File: config.mk
export PLATFORM = sky130hd
export DESIGN_NAME = vga_pixel_compositor
export DESIGN_NICKNAME = d
export VERILOG_FILES = /design/src/rtl/vga_pixel_compositor.sv
export SDC_FILE = /design/constraint.sdc
export NUM_CORES = 1
export LEC_CHECK = 0
export CAP_MARGIN = 20
export CORE_ASPECT_RATIO = 1.25
export CORE_UTILIZATION = 30
export DETAILED_ROUTE_END_ITERATION = 6
export MAX_ROUTING_LAYER = met4
export PLACE_DENSITY = 0.72
export SETUP_SLACK_MARGIN = 0.1
export SKIP_LAST_GASP = 1
export SYNTH_ARGS = -nofsm -noshare
export SYNTH_HDL_FRONTEND = slang
export SYNTH_SLANG_ARGS = --single-unit
File: constraint.sdc
create_clock -name clk -period 1.4 [get_ports clk]
set_clock_uncertainty 0.1 [all_clocks]
set_input_delay 0.28 -clock clk [delete_from_list [all_inputs] [get_ports clk]]
set_output_delay 0.28 -clock clk [all_outputs]
set_load 0.05 [all_outputs]
File: src/rtl/vga_pixel_compositor.sv
// Per-pixel colour compositor: layer priority, background fill, frame-aligned
// night-mode inversion and frame-counted flashing, two-stage registered output.
module vga_pixel_compositor #(
  parameter int NUM_LAYERS   = 4,
  parameter int RED_W        = 3,
  parameter int GRN_W        = 3,
  parameter int BLU_W        = 2,
  localparam int COLOR_W     = RED_W + GRN_W + BLU_W,
  parameter int SCREEN_W     = 640,
  parameter int SCREEN_H     = 480,
  parameter int X_W          = 10,
  parameter int Y_W          = 9,
  parameter int FLASH_FRAMES = 15,
  parameter logic [NUM_LAYERS-1:0] FLASH_MASK = {NUM_LAYERS{1'b1}}
) (
  input  logic                          clk,
  input  logic                          rst,
  input  logic [X_W-1:0]                vgaX,
  input  logic [Y_W-1:0]                vgaY,
  input  logic                          hsync_in,
  input  logic                          vsync_in,
  input  logic [NUM_LAYERS-1:0]         layer_hit,
  input  logic [NUM_LAYERS*COLOR_W-1:0] layer_color,
  input  logic [COLOR_W-1:0]            bg_color,
  input  logic                          invert_req,
  input  logic                          flash_en,
  output logic [RED_W-1:0]              vgaRed,
  output logic [GRN_W-1:0]              vgaGreen,
  output logic [BLU_W-1:0]              vgaBlue,
  output logic                          Hsync,
  output logic                          Vsync,
  output logic                          night_mode,
  output logic                          frame_start
);

  localparam int CNT_W = $clog2(FLASH_FRAMES + 1);

  logic [COLOR_W-1:0] w_col_on;
  logic [COLOR_W-1:0] w_col_off;
  logic               w_visible;
  logic               w_origin;

  logic [COLOR_W-1:0] r_s1_col_on;
  logic [COLOR_W-1:0] r_s1_col_off;
  logic               r_s1_vis;
  logic               r_s1_hs;
  logic               r_s1_vs;
  logic               r_frame_start;

  logic               r_night_mode;
  logic               r_pending;
  logic [CNT_W-1:0]   r_cnt;
  logic               r_flash_off;

  logic               w_night_nxt;
  logic               w_pend_nxt;
  logic [CNT_W-1:0]   w_cnt_nxt;
  logic               w_off_nxt;
  logic [COLOR_W-1:0] w_sel;
  logic [COLOR_W-1:0] w_pix;

  logic [RED_W-1:0]   r_red;
  logic [GRN_W-1:0]   r_grn;
  logic [BLU_W-1:0]   r_blu;
  logic               r_hs;
  logic               r_vs;

  assign w_visible = (vgaX < X_W'(SCREEN_W)) && (vgaY < Y_W'(SCREEN_H));
  assign w_origin  = (vgaX == '0) && (vgaY == '0);

  // Both winners are resolved up front; stage 2 picks one once the flash phase
  // for that pixel is known, so (0,0) already sees a phase change.
  always_comb begin
    w_col_on  = bg_color;
    w_col_off = bg_color;
    for (int i = NUM_LAYERS - 1; i >= 0; i--) begin
      w_col_on  = layer_hit[i] ? layer_color[i*COLOR_W +: COLOR_W] : w_col_on;
      w_col_off = (layer_hit[i] && !FLASH_MASK[i]) ?
                  layer_color[i*COLOR_W +: COLOR_W] : w_col_off;
    end
  end

  // Next-state for night mode and its pending request
  always_comb begin
    w_night_nxt = r_night_mode;
    w_pend_nxt  = r_pending;
    if (r_frame_start) begin
      if (r_pending || invert_req) begin
        w_night_nxt = ~r_night_mode;
      end else begin
        w_night_nxt = r_night_mode;
      end
      w_pend_nxt = 1'b0;
    end else if (invert_req) begin
      w_pend_nxt = 1'b1;
    end else begin
      w_pend_nxt = r_pending;
    end
  end

  // Next-state for flash frame counter and phase
  always_comb begin
    w_cnt_nxt = r_cnt;
    w_off_nxt = r_flash_off;
    if (!flash_en) begin
      w_cnt_nxt = '0;
      w_off_nxt = 1'b0;
    end else if (r_frame_start) begin
      if (r_cnt == CNT_W'(FLASH_FRAMES - 1)) begin
        w_cnt_nxt = '0;
        w_off_nxt = ~r_flash_off;
      end else begin
        w_cnt_nxt = r_cnt + CNT_W'(1);
        w_off_nxt = r_flash_off;
      end
    end else begin
      w_cnt_nxt = r_cnt;
      w_off_nxt = r_flash_off;
    end
  end

  // Stage 2 uses next-state mode bits so a change takes effect from pixel (0,0)
  always_comb begin
    w_sel = w_off_nxt ? r_s1_col_off : r_s1_col_on;
    if (!r_s1_vis) begin
      w_pix = '0;
    end else if (w_night_nxt) begin
      w_pix = ~w_sel;
    end else begin
      w_pix = w_sel;
    end
  end

  // Stage 1 pipeline register and frame_start pulse
  always_ff @(posedge clk) begin
    if (rst) begin
      r_s1_col_on   <= '0;
      r_s1_col_off  <= '0;
      r_s1_vis      <= 1'b0;
      r_s1_hs       <= 1'b1;
      r_s1_vs       <= 1'b1;
      r_frame_start <= 1'b0;
    end else begin
      r_s1_col_on   <= w_col_on;
      r_s1_col_off  <= w_col_off;
      r_s1_vis      <= w_visible;
      r_s1_hs       <= hsync_in;
      r_s1_vs       <= vsync_in;
      r_frame_start <= w_origin;
    end
  end

  // Night-mode and flash state registers
  always_ff @(posedge clk) begin
    if (rst) begin
      r_night_mode <= 1'b0;
      r_pending    <= 1'b0;
      r_cnt        <= '0;
      r_flash_off  <= 1'b0;
    end else begin
      r_night_mode <= w_night_nxt;
      r_pending    <= w_pend_nxt;
      r_cnt        <= w_cnt_nxt;
      r_flash_off  <= w_off_nxt;
    end
  end

  // Stage 2 output register
  always_ff @(posedge clk) begin
    if (rst) begin
      r_red <= '0;
      r_grn <= '0;
      r_blu <= '0;
      r_hs  <= 1'b1;
      r_vs  <= 1'b1;
    end else begin
      r_red <= w_pix[COLOR_W-1 -: RED_W];
      r_grn <= w_pix[GRN_W+BLU_W-1 -: GRN_W];
      r_blu <= w_pix[BLU_W-1:0];
      r_hs  <= r_s1_hs;
      r_vs  <= r_s1_vs;
    end
  end

  assign vgaRed      = r_red;
  assign vgaGreen    = r_grn;
  assign vgaBlue     = r_blu;
  assign Hsync       = r_hs;
  assign Vsync       = r_vs;
  assign night_mode  = r_night_mode;
  assign frame_start = r_frame_start;

endmodule

Word-level counts from Yosys, hierarchy flattened
Index checks and enable logic that the tools add are counted.
W data, S select, Z words.

word-level totals
  output and inout bits = 12
  register bits after elaboration = 37
  bits of input ports = 69
  word-level logic and storage cells = 44

cells by class
  multiplexer cells = 12
  equal/unequal tests = 1
  bitwise logic cells = 5
  add/subtract/negate cells = 1
  reductions and logical operators = 8
  magnitude comparators = 2

operators by type and width
  kind                    number
  $mux W8                 6
  $logic_not A10 Y1       1
  $lt A10 B10 Y1 const B  1
  $logic_not A9 Y1        1
  $lt A9 B9 Y1 const B    1
  $not A8 Y8              1
  $reduce_or A2 Y1        3
  $mux W1                 5
  $add A4 B1 Y4 const B   1
  $eq A4 B4 Y1 const B    1
  $mux W4                 1
  $not A1 Y1              4
  $logic_and A1 B1 Y1     2
  $logic_or A1 B1 Y1      1

Depth between registers and ports, before layout
Gate-level depths: netlist (run 1).

  depth after elaboration = 7
  mapped depth = 7
  gate-level depth less buffers = 5

Worst setup path after synthesis (run 1)
OpenSTA, ideal clock, no wires.

  path type = register to register
  from = register r_frame_start, in the netlist frame_start
  to = register r_blu[0], in the netlist vgaBlue[0]
  clock period less this slack = 1.896 ns
  required time = 1.231 ns
  arrival = 1.726 ns
  stages on the path, launching flop included = 7
  buffers on the path = 1
  setup slack = -0.496 ns
  setup time = 0.069 ns
  cells stage by stage = dfxtp_1 > buf_4 > nor2b_1 > and4bb_2 > o21ai_1 > a21o_1 > a21oi_2

on the way
  cells in the longest elaborated chain, start to end = 5
  elaborated cells on any way between the ends = 6
  those cells by class = mux (5); bitwise (1)

ends and longest elaborated chain
  what                    line  RTL
  from (decl)             48    logic r_frame_start;
  from (signal assigned)  149   r_frame_start <= w_origin;
  $mux W1                 108   end else if (r_frame_start) begin
  $mux W1                 105   if (!flash_en) begin
  $mux W8                 124   w_sel = w_off_nxt ? r_s1_col_off : r_s1_col_on;
  $not A8 Y8              128   w_pix = ~w_sel;
  $mux W8 *               127   end else if (w_night_nxt) begin
  to (signal assigned)    179   r_blu <= w_pix[BLU_W-1:0];
  to (decl)               64    logic [BLU_W-1:0] r_blu;

Mark *: on every way between the ends. The rest lies on a longest branch, timed or not.
A chain may end at the register's enable or synchronous reset.

Worst setup path in the final report (run 1)
  from = register r_cnt[2]
  to = register r_blu[1], in the netlist vgaBlue[1]

on the way
  cells in the longest elaborated chain, start to end = 7

ends and longest elaborated chain
  what                    line  RTL
  from (decl)             52    logic [CNT_W-1:0] r_cnt;
  from (signal assigned)  163   r_cnt <= w_cnt_nxt;
  $eq A4 B4 Y1 *          109   if (r_cnt == CNT_W'(FLASH_FRAMES - 1)) begin
  $mux W1 *               109
  $mux W1 *               108
  $mux W1 *               105
  $mux W8 *               124
  $not A8 Y8              128
  $mux W8 *               127

Marks and branches as above.

==> impl_table.tex, run 1 <==
\begin{tabular}{lr}
\hline
Metric & Value \\
\hline
\multicolumn{2}{l}{\textbf{Status}} \\
Status & complete, but fails checks \\
Failing checks & design-rule violations, negative setup slack \\
\multicolumn{2}{l}{\textbf{Synth}} \\
Post-Syn Area & between 0.0015 and 0.002 mm2 \\
Fraction of registers with async set or reset after synthesis & 0 \\
Mean instance size in the synthesized netlist & between 8 and 9 um2 \\
Syn Inst Count & 200 \\
Warning count from the yosys run & 0 \\
EDFF count, synth & 0 \\
Share of the synthesized area in the top cell type & 0.419 \\
Register bit count reported by yosys & 37 \\
Largest cells by area after synthesis & dfxtp\_1, nand3\_1, mux2i\_1 \\
Total nets after synthesis & 269 \\
Sequential fraction of the synthesis area & 0.419 \\
Synth Flop Type & dfxtp\_1 \\
Synth cell types & 34 \\
Cell type with the highest aggregate area in the netlist & dfxtp\_1 \\
\multicolumn{2}{l}{\textbf{Floorplanning}} \\
Floorplan Core Area & roughly 0.0056 mm2 \\
Horizontal extent of the die & 70.7 um \\
Top-level I/O count & about 80 \\
Die area & 0.00621 mm2 \\
Row count & 30 \\
Initial cell density of the core & 0.318 \\
Die height & 87.9 um \\
\multicolumn{2}{l}{\textbf{Clock tree}} \\
Clock-pin slew on the worst setup and hold paths & 0.07 ns \\
Clock sink count & 37 \\
Number of buffers inserted during clock tree synthesis & 5 \\
Maximum level of the CTS H-tree & 2 \\
Clock tree from TritonCTS & built \\
Clock insertion delay at the later pin of the skew report & 0.28 ns \\
Clock root buffer & clkbuf\_8 \\
Number of buffers on the longest clock path & 2 \\
Hold buffers post-CTS & 0 \\
\multicolumn{2}{l}{\textbf{Pwr}} \\
Power, Total & 2.39 mW \\
Cell leakage power & 1.28 nW \\
Share of total power in the clock network & 0.331 \\
Pwr per Cell Area & around 740 mW/mm2 \\
Peak supply drop & between 0.4 and 0.5 mV \\
Cell Int Power & approximately 1.9 mW \\
Sw Pwr & 0.537 mW \\
Fraction of power consumed by sequential logic & 0.468 \\
Sw Ratio & 0.225 \\
Comb pwr share & 0.201 \\
\multicolumn{2}{l}{\textbf{Detailed routing}} \\
Via-per-instance ratio & 4.81 \\
Wirelength per Cell & 11.9 um \\
Number of design-rule violations left by the first detailed-router iteration & 40 \\
Drt pass-1 iters & 6 \\
Total wire length & 4.42 mm \\
Total number of vias & about 1800 \\
DRC violations left & 4 \\
Post-route antenna net violation count & 0 \\
\multicolumn{2}{l}{\textbf{Worst setup path}} \\
Worst Path Required & $\sim$1.5 ns \\
Highest net fanout along the worst path & 8 \\
Kind of start point of the critical path & flip-flop \\
Category of the most critical setup path & flip-flop to flip-flop \\
Setup crit end kind & flip-flop \\
Data arrival time of the critical path & 1.54 ns \\
Worst Reg2Reg Path Length in Cells & 5 \\
\multicolumn{2}{l}{\textbf{Global route}} \\
Largest net degree at the start of global routing & 21 \\
Total congestion overflow & 0 \\
Antenna violations before repair & 0 \\
Vias in the first global route & 1678 \\
Overall track demand over capacity in global routing & 0.148 \\
Global-route wire length before repair & $\sim$7 mm \\
\multicolumn{2}{l}{\textbf{STA}} \\
Final critical-path setup slack & -0.0587 ns \\
Actual slew at the worst max-slew pin & 0.273 ns \\
Slew Limit Fails & 0 \\
Final cycle utilization of the critical path & 1.04 \\
Worst rel slew slack & 0.816 \\
Final hold vios & 0 \\
Final critical-path required period & around 1.5 ns \\
RSZ-0062 raised after global routing & true \\
Setup-violating endpoint count in the final report & 8 \\
Highest clock frequency the design can meet & 0.686 GHz \\
Final total negative setup slack & -0.338 ns \\
\multicolumn{2}{l}{\textbf{Worst hold path}} \\
Min-Delay Path Depth & 1 \\
Worst hold path type & flip-flop to flip-flop \\
\multicolumn{2}{l}{\textbf{Finish}} \\
Number of diodes added for antenna fixing & 0 \\
Leading cell type in the layout, fill and taps excluded & clkdlybuf4s50\_1 \\
Most used cells in the layout excluding fill and tap cells & clkdlybuf4s50\_1, dfxtp\_1, buf\_4 \\
Combined area of the multi-input logic cells & 0.00103 mm2 \\
Proportion of layout cells with a drive suffix above 1 & 0.292 \\
Net count reported at finish & 376 \\
Layout filler cell count & around 500 \\
Layout-stage area growth over the synthesis result & 81.3\% \\
Flip-flop and latch area & 751 um2 \\
\multicolumn{2}{l}{\textbf{Run}} \\
Maximum capacitance violations & 0 \\
\multicolumn{2}{l}{\textbf{Placement}} \\
Final HPWL from detailed placement & 3.57 mm \\
IO buf count & 80 \\
Routability congestion estimate from global placement & 0.777 \\
\hline
\end{tabular}
==> worst paths after layout <==
kind                         start               endpoint  slack, ns
max          r_cnt[2]$_SDFFE_PP0P_  vgaBlue[1]$_SDFF_PP0_      -0.06
min             r_s1_hs$_SDFF_PP1_       Hsync$_SDFF_PP1_       0.31
max reg2reg  r_cnt[2]$_SDFFE_PP0P_  vgaBlue[1]$_SDFF_PP0_      -0.06
min reg2reg     r_s1_hs$_SDFF_PP1_       Hsync$_SDFF_PP1_       0.31
==> layout make-up <==
cell class	instances	share of cell area
Clock buffer	7	0.0300
Clock inverter	1	0.00156
Inverter	9	0.0105
Multi-Input combinational cell	143	0.320
Sequential cell	37	0.234
Tap cell	64	0.0250
Timing Repair Buffer	111	0.379
==> stage by stage <==
step                setup slack, ns  area, um2  utilization  hold WS [ns]  std cells
floorplan                    -0.164       1820            -         0.244        200
global route                 -0.141       3210        0.577         0.318        372
global placement             -0.496       3010        0.542         0.291        360
finish                      -0.0587       3210        0.577         0.310        372
detailed placement           -0.518       3010        0.542         0.296        360
CTS                         -0.0600       3150        0.568         0.313        370
==> logic make-up (layout without fill, tap and decap cells) <==
group | count (synthesis) | in the layout | synth area share
flip-flops | 37 | 37 | 0.419
AND/OR/NAND/NOR | 74 | 74 | 0.238
multiplexers | 8 | 8 | 0.0453
buffers and inverters | 20 | 128 | 0.0460
AO/OA/AOI/OAI | 59 | 59 | 0.238
XOR/XNOR | 2 | 2 | 0.0141
==> Yosys cell counts (all sizes together), types with 5 or more instances <==
| cell type | count |
|---|---|
| dfxtp | 37 |
| a21oi | 20 |
| o21ai | 20 |
| nand3 | 19 |
| nand2 | 11 |
| nand2b | 11 |
| nor2b | 11 |
| inv | 9 |
| a21o | 8 |
| a221oi | 8 |
| mux2i | 8 |
| clkbuf | 7 |
| nor2 | 6 |
| nor4 | 5 |
==> what timing repair did <==
action                     4_1_cts  5_1_grt
buffers inserted                 2        1
gates cloned                     0        1
setup endpoints to repair       18       22
pin swaps                        6        4
resized for setup               12        7
==> metal layers <==
layer  share of wire  global-route usage  vias to the layer above
met5               0                   -                        -
met1            0.43               0.160                      797
met4           0.031              0.0891                        0
li1                -                   -                      930
met3           0.030              0.0161                       13
met2            0.51               0.262                       48
==> critical path, stage by stage, from the launching register on <==
cell	delay, ns
dfxtp_2	0.35
nand3_4	0.11
o311a_4	0.40
o21ai_2	0.19
a21o_1	0.15
a21oi_2	0.05
==> registers in the layout, indices dropped and copies added (netlist names), 2 cells and up <==
register      flops
r_cnt             4
r_s1_col_off      8
r_s1_col_on       8
vgaBlue           2
vgaGreen          3
vgaRed            3
==> power groups by stage <==
| stage | Clock [mW] | Sequential, mW | Combinational [mW] |
|---|---|---|---|
| 4_1_cts | 0.816 | 1.12 | 0.477 |
| 2_1_floorplan | 0 | 1.16 | 0.144 |
| 6_report | 0.791 | 1.12 | 0.479 |
| 3_3_place_gp | 0 | 1.14 | 0.468 |
| 5_1_grt | 0.860 | 1.12 | 0.518 |
| 3_5_place_dp | 0 | 1.14 | 0.474 |
(Power assumes the default switching activity.)
==> run 2: changes to the inputs <==
--- a/config.mk
+++ b/config.mk
@@ -10,7 +10,7 @@
 export CORE_UTILIZATION = 30
 export DETAILED_ROUTE_END_ITERATION = 6
 export MAX_ROUTING_LAYER = met4
-export PLACE_DENSITY = 0.72
+export PLACE_DENSITY = 0.69
 export SETUP_SLACK_MARGIN = 0.1
 export SKIP_LAST_GASP = 1
 export SYNTH_ARGS = -nofsm -noshare
==> constraint.sdc (replaced) <==
create_clock -name clk -period 1.7 [get_ports clk]
set_clock_uncertainty 0.1 [all_clocks]
set_input_delay 0.34 -clock clk [delete_from_list [all_inputs] [get_ports clk]]
set_output_delay 0.34 -clock clk [all_outputs]
set_load 0.05 [all_outputs]
==> run 2 against run 1 <==
Effect of this change: the run ends with design-rule violations left; non-clock buffer count is 12 lower; clock-buffer cell count is 2 lower; first-iteration DRC count is 48% higher; die area stayed put; sequential share of layout area is 2.0 points higher; clock power is 3.2% lower; register-to-register slack better by 0.25 ns; highest routed layer unchanged; sequential cell count stayed put; power is 15% lower; design area is 8.3% lower; global-route usage is 0.25 points higher; critical path depth stayed put.
==> impl_table.tex, run 2 (synthesis gave the netlist of run 1 again) <==
\begin{tabular}{lr}
\hline
Metric & Value \\
\hline
\multicolumn{2}{l}{\textbf{Finish}} \\
Net count reported at finish & 364 (-3.2\%) \\
Final instance area & 0.00294 mm2 (-8.3\%) \\
Layout-stage area growth over the synthesis result & 66.3\% \\
Combined area of the multi-input logic cells & 983 um2 (-4.3\%) \\
Largest registers & r\_s1\_col\_off (8), r\_s1\_col\_on (8), r\_cnt (4) \\
Leading cell type in the layout, fill and taps excluded & clkdlybuf4s50\_1 \\
Flip-flop and latch area & 748 um2 (-0.33\%) \\
Number of diodes added for antenna fixing & 0 (unchanged) \\
Most used cells in the layout excluding fill and tap cells & clkdlybuf4s50\_1, dfxtp\_1, buf\_4 \\
Proportion of layout cells with a drive suffix above 1 & 0.236 (-0.0557) \\
Layout filler cell count & 532 (+9.0\%) \\
\multicolumn{2}{l}{\textbf{Clock tree}} \\
Number of buffers on the longest clock path & 2 (unchanged) \\
Clock sink count & 37 (unchanged) \\
Clock insertion delay at the later pin of the skew report & 0.29 ns (about the same) \\
Clock-pin slew on the worst setup and hold paths & 0.08 ns (about the same) \\
Maximum level of the CTS H-tree & 2 (unchanged) \\
Clock root buffer & clkbuf\_8 \\
Clock tree from TritonCTS & built \\
Number of buffers inserted during clock tree synthesis & 5 (unchanged) \\
\multicolumn{2}{l}{\textbf{Worst hold path}} \\
Hold EP & Hsync\$\_SDFF\_PP1\_ \\
Hold path start & r\_s1\_hs\$\_SDFF\_PP1\_ \\
Min-Delay Path Depth & 1 (unchanged) \\
Worst hold path type & flip-flop to flip-flop \\
\multicolumn{2}{l}{\textbf{Detailed routing}} \\
Total length of routed met2 wires & 2.21 mm (-1.2\%) \\
Routed wl met3 & 143 um (+8.3\%) \\
Via-per-instance ratio & 4.77 (-0.77\%) \\
Number of design-rule violations left by the first detailed-router iteration & 59 (+48\%) \\
Routed metal-1 wire length & 1.88 mm (-2.1\%) \\
Total wire length & 4.32 mm (-2.4\%) \\
Post-route antenna net violation count & 0 (unchanged) \\
DRC violations left & 4 (unchanged) \\
Drt pass-1 iters & 7 (+1) \\
Wirelength per Cell & 12.0 um (+0.90\%) \\
Total number of vias & 1717 (-4.0\%) \\
Highest metal layer used by the detailed router & met4 \\
\multicolumn{2}{l}{\textbf{STA}} \\
Actual slew at the worst max-slew pin & 0.264 ns (-0.00865 ns) \\
Slew Limit Fails & 0 (unchanged) \\
Setup-violating endpoint count in the final report & 0 (-8) \\
Final cycle utilization of the critical path & 0.886 (-0.156) \\
Final critical-path required period & 1.51 ns (+0.0469 ns) \\
Final hold vios & 0 (unchanged) \\
RSZ-0062 raised after global routing & false \\
Final critical-path setup slack & 0.194 ns (+0.253 ns) \\
Highest clock frequency the design can meet & 0.664 GHz (-3.1\%) \\
Worst rel slew slack & 0.824 (+0.00720) \\
\multicolumn{2}{l}{\textbf{Floorplanning}} \\
Floorplan Core Area & 0.00556 mm2 (unchanged) \\
Top-level I/O count & 81 (unchanged) \\
Initial cell density of the core & 0.318 (unchanged) \\
Horizontal extent of the die & 70.7 um (unchanged) \\
Row count & 30 (unchanged) \\
Die area & 0.00621 mm2 (unchanged) \\
Die height & 87.9 um (unchanged) \\
\multicolumn{2}{l}{\textbf{Worst setup path}} \\
Worst Path Required & 1.83 ns (+0.35 ns) \\
R2R setup slack & 0.19 ns (+0.25 ns) \\
Setup crit end kind & flip-flop \\
Source of the worst register-to-register timing path & r\_cnt[3]\$\_SDFFE\_PP0P\_ \\
Kind of start point of the critical path & flip-flop \\
Highest net fanout along the worst path & 8 (unchanged) \\
Worst Reg2Reg Path Length in Cells & 5 (unchanged) \\
Category of the most critical setup path & flip-flop to flip-flop \\
Reg-to-reg critical path endpoint & vgaRed[0]\$\_SDFF\_PP0\_ \\
Data arrival time of the critical path & 1.63 ns (+0.09 ns) \\
\multicolumn{2}{l}{\textbf{Placement}} \\
Worst Setup Slack post-DPL & -0.126 ns (+0.392 ns) \\
Placed instance area & 0.00278 mm2 (-7.7\%) \\
Final HPWL from detailed placement & 3.49 mm (-2.4\%) \\
IO buf count & 80 (unchanged) \\
Routability congestion estimate from global placement & 0.796 (+2.5\%) \\
\multicolumn{2}{l}{\textbf{Run}} \\
Maximum capacitance violations & 0 (unchanged) \\
\multicolumn{2}{l}{\textbf{Global route}} \\
Vias in the first global route & 1672 (-0.36\%) \\
Global-route wire length before repair & 7.20 mm (+0.47\%) \\
Antenna violations before repair & 0 (unchanged) \\
Overall track demand over capacity in global routing & 0.151 (+0.00251) \\
Total congestion overflow & 0 (unchanged) \\
Largest net degree at the start of global routing & 22 (+4.8\%) \\
\multicolumn{2}{l}{\textbf{Pwr}} \\
Peak supply drop & 0.371 mV (-9.5\%) \\
Cell leakage power & 1.16 nW (-9.5\%) \\
Power, Total & 2.03 mW (-15\%) \\
Pwr per Cell Area & 691 mW/mm2 (-7.1\%) \\
\multicolumn{2}{l}{\textbf{Status}} \\
Status & complete, but fails checks \\
Failing checks & design-rule violations \\
\hline
\end{tabular}
==> run 2: power by group <==
group	switching [mW]	internal, mW
clock	0.327	0.439
sequential	0.0129	0.902
combinational	0.130	0.224
==> run 2: layout make-up <==
class	count	area share
Sequential cell	37	0.254
Inverter	9	0.0115
Clock buffer	5	0.0234
Clock inverter	3	0.0157
Multi-Input combinational cell	143	0.334
Tap cell	64	0.0272
Timing Repair Buffer	99	0.334
==> run 2: stage by stage <==
step                      std cells  hold slack [ns]  utilization  TNS (ns)
after floorplan                 200            0.289            -         0
after global placement          347            0.291        0.500    -0.747
after detailed placement        347            0.296        0.500     -1.08
after CTS                       356            0.311        0.522         0
after global routing            360            0.325        0.530         0
final                           360            0.312        0.530         0
==> run 2: critical path, cell delays in order (launching register included) <==
cell     delay, ns
dfxtp_1       0.38
nand3_4       0.12
o311a_4       0.40
o21ai_2       0.18
nand3_1       0.11
a21oi_2       0.15
==> run 2: how the worst max path moves through the flow <==
| stage | start | end | cells after the start |
|---|---|---|---|
| after floorplan | frame_start$_SDFF_PP0_ | vgaRed[2]$_SDFF_PP0_ | 6 |
| after global placement | flash_en | vgaRed[2]$_SDFF_PP0_ | 5 |
| after detailed placement | flash_en | vgaRed[2]$_SDFF_PP0_ | 5 |
| after CTS | flash_en | vgaBlue[0]$_SDFF_PP0_ | 7 |
| after global routing | r_cnt[3]$_SDFFE_PP0P_ | vgaRed[1]$_SDFF_PP0_ | 5 |
| final | r_cnt[3]$_SDFFE_PP0P_ | vgaRed[0]$_SDFF_PP0_ | 5 |
==> run 2: repair_timing <==
| action | 4_1_cts | 5_1_grt |
|---|---|---|
| hold endpoints to repair | 0 | 0 |
| hold buffers | 0 | 0 |
| buffers inserted | 1 | 4 |
| gates resized for setup | 0 | 5 |
| endpoints found under the setup margin | 5 | 8 |
| pin swaps | 1 | 1 |
==> run 2: layer usage <==
layer	vias to the layer above	global-route usage
li1	900	-
met1	763	0.171
met2	47	0.266
met3	7	0.0184
met4	0	0.0673
met5	-	-
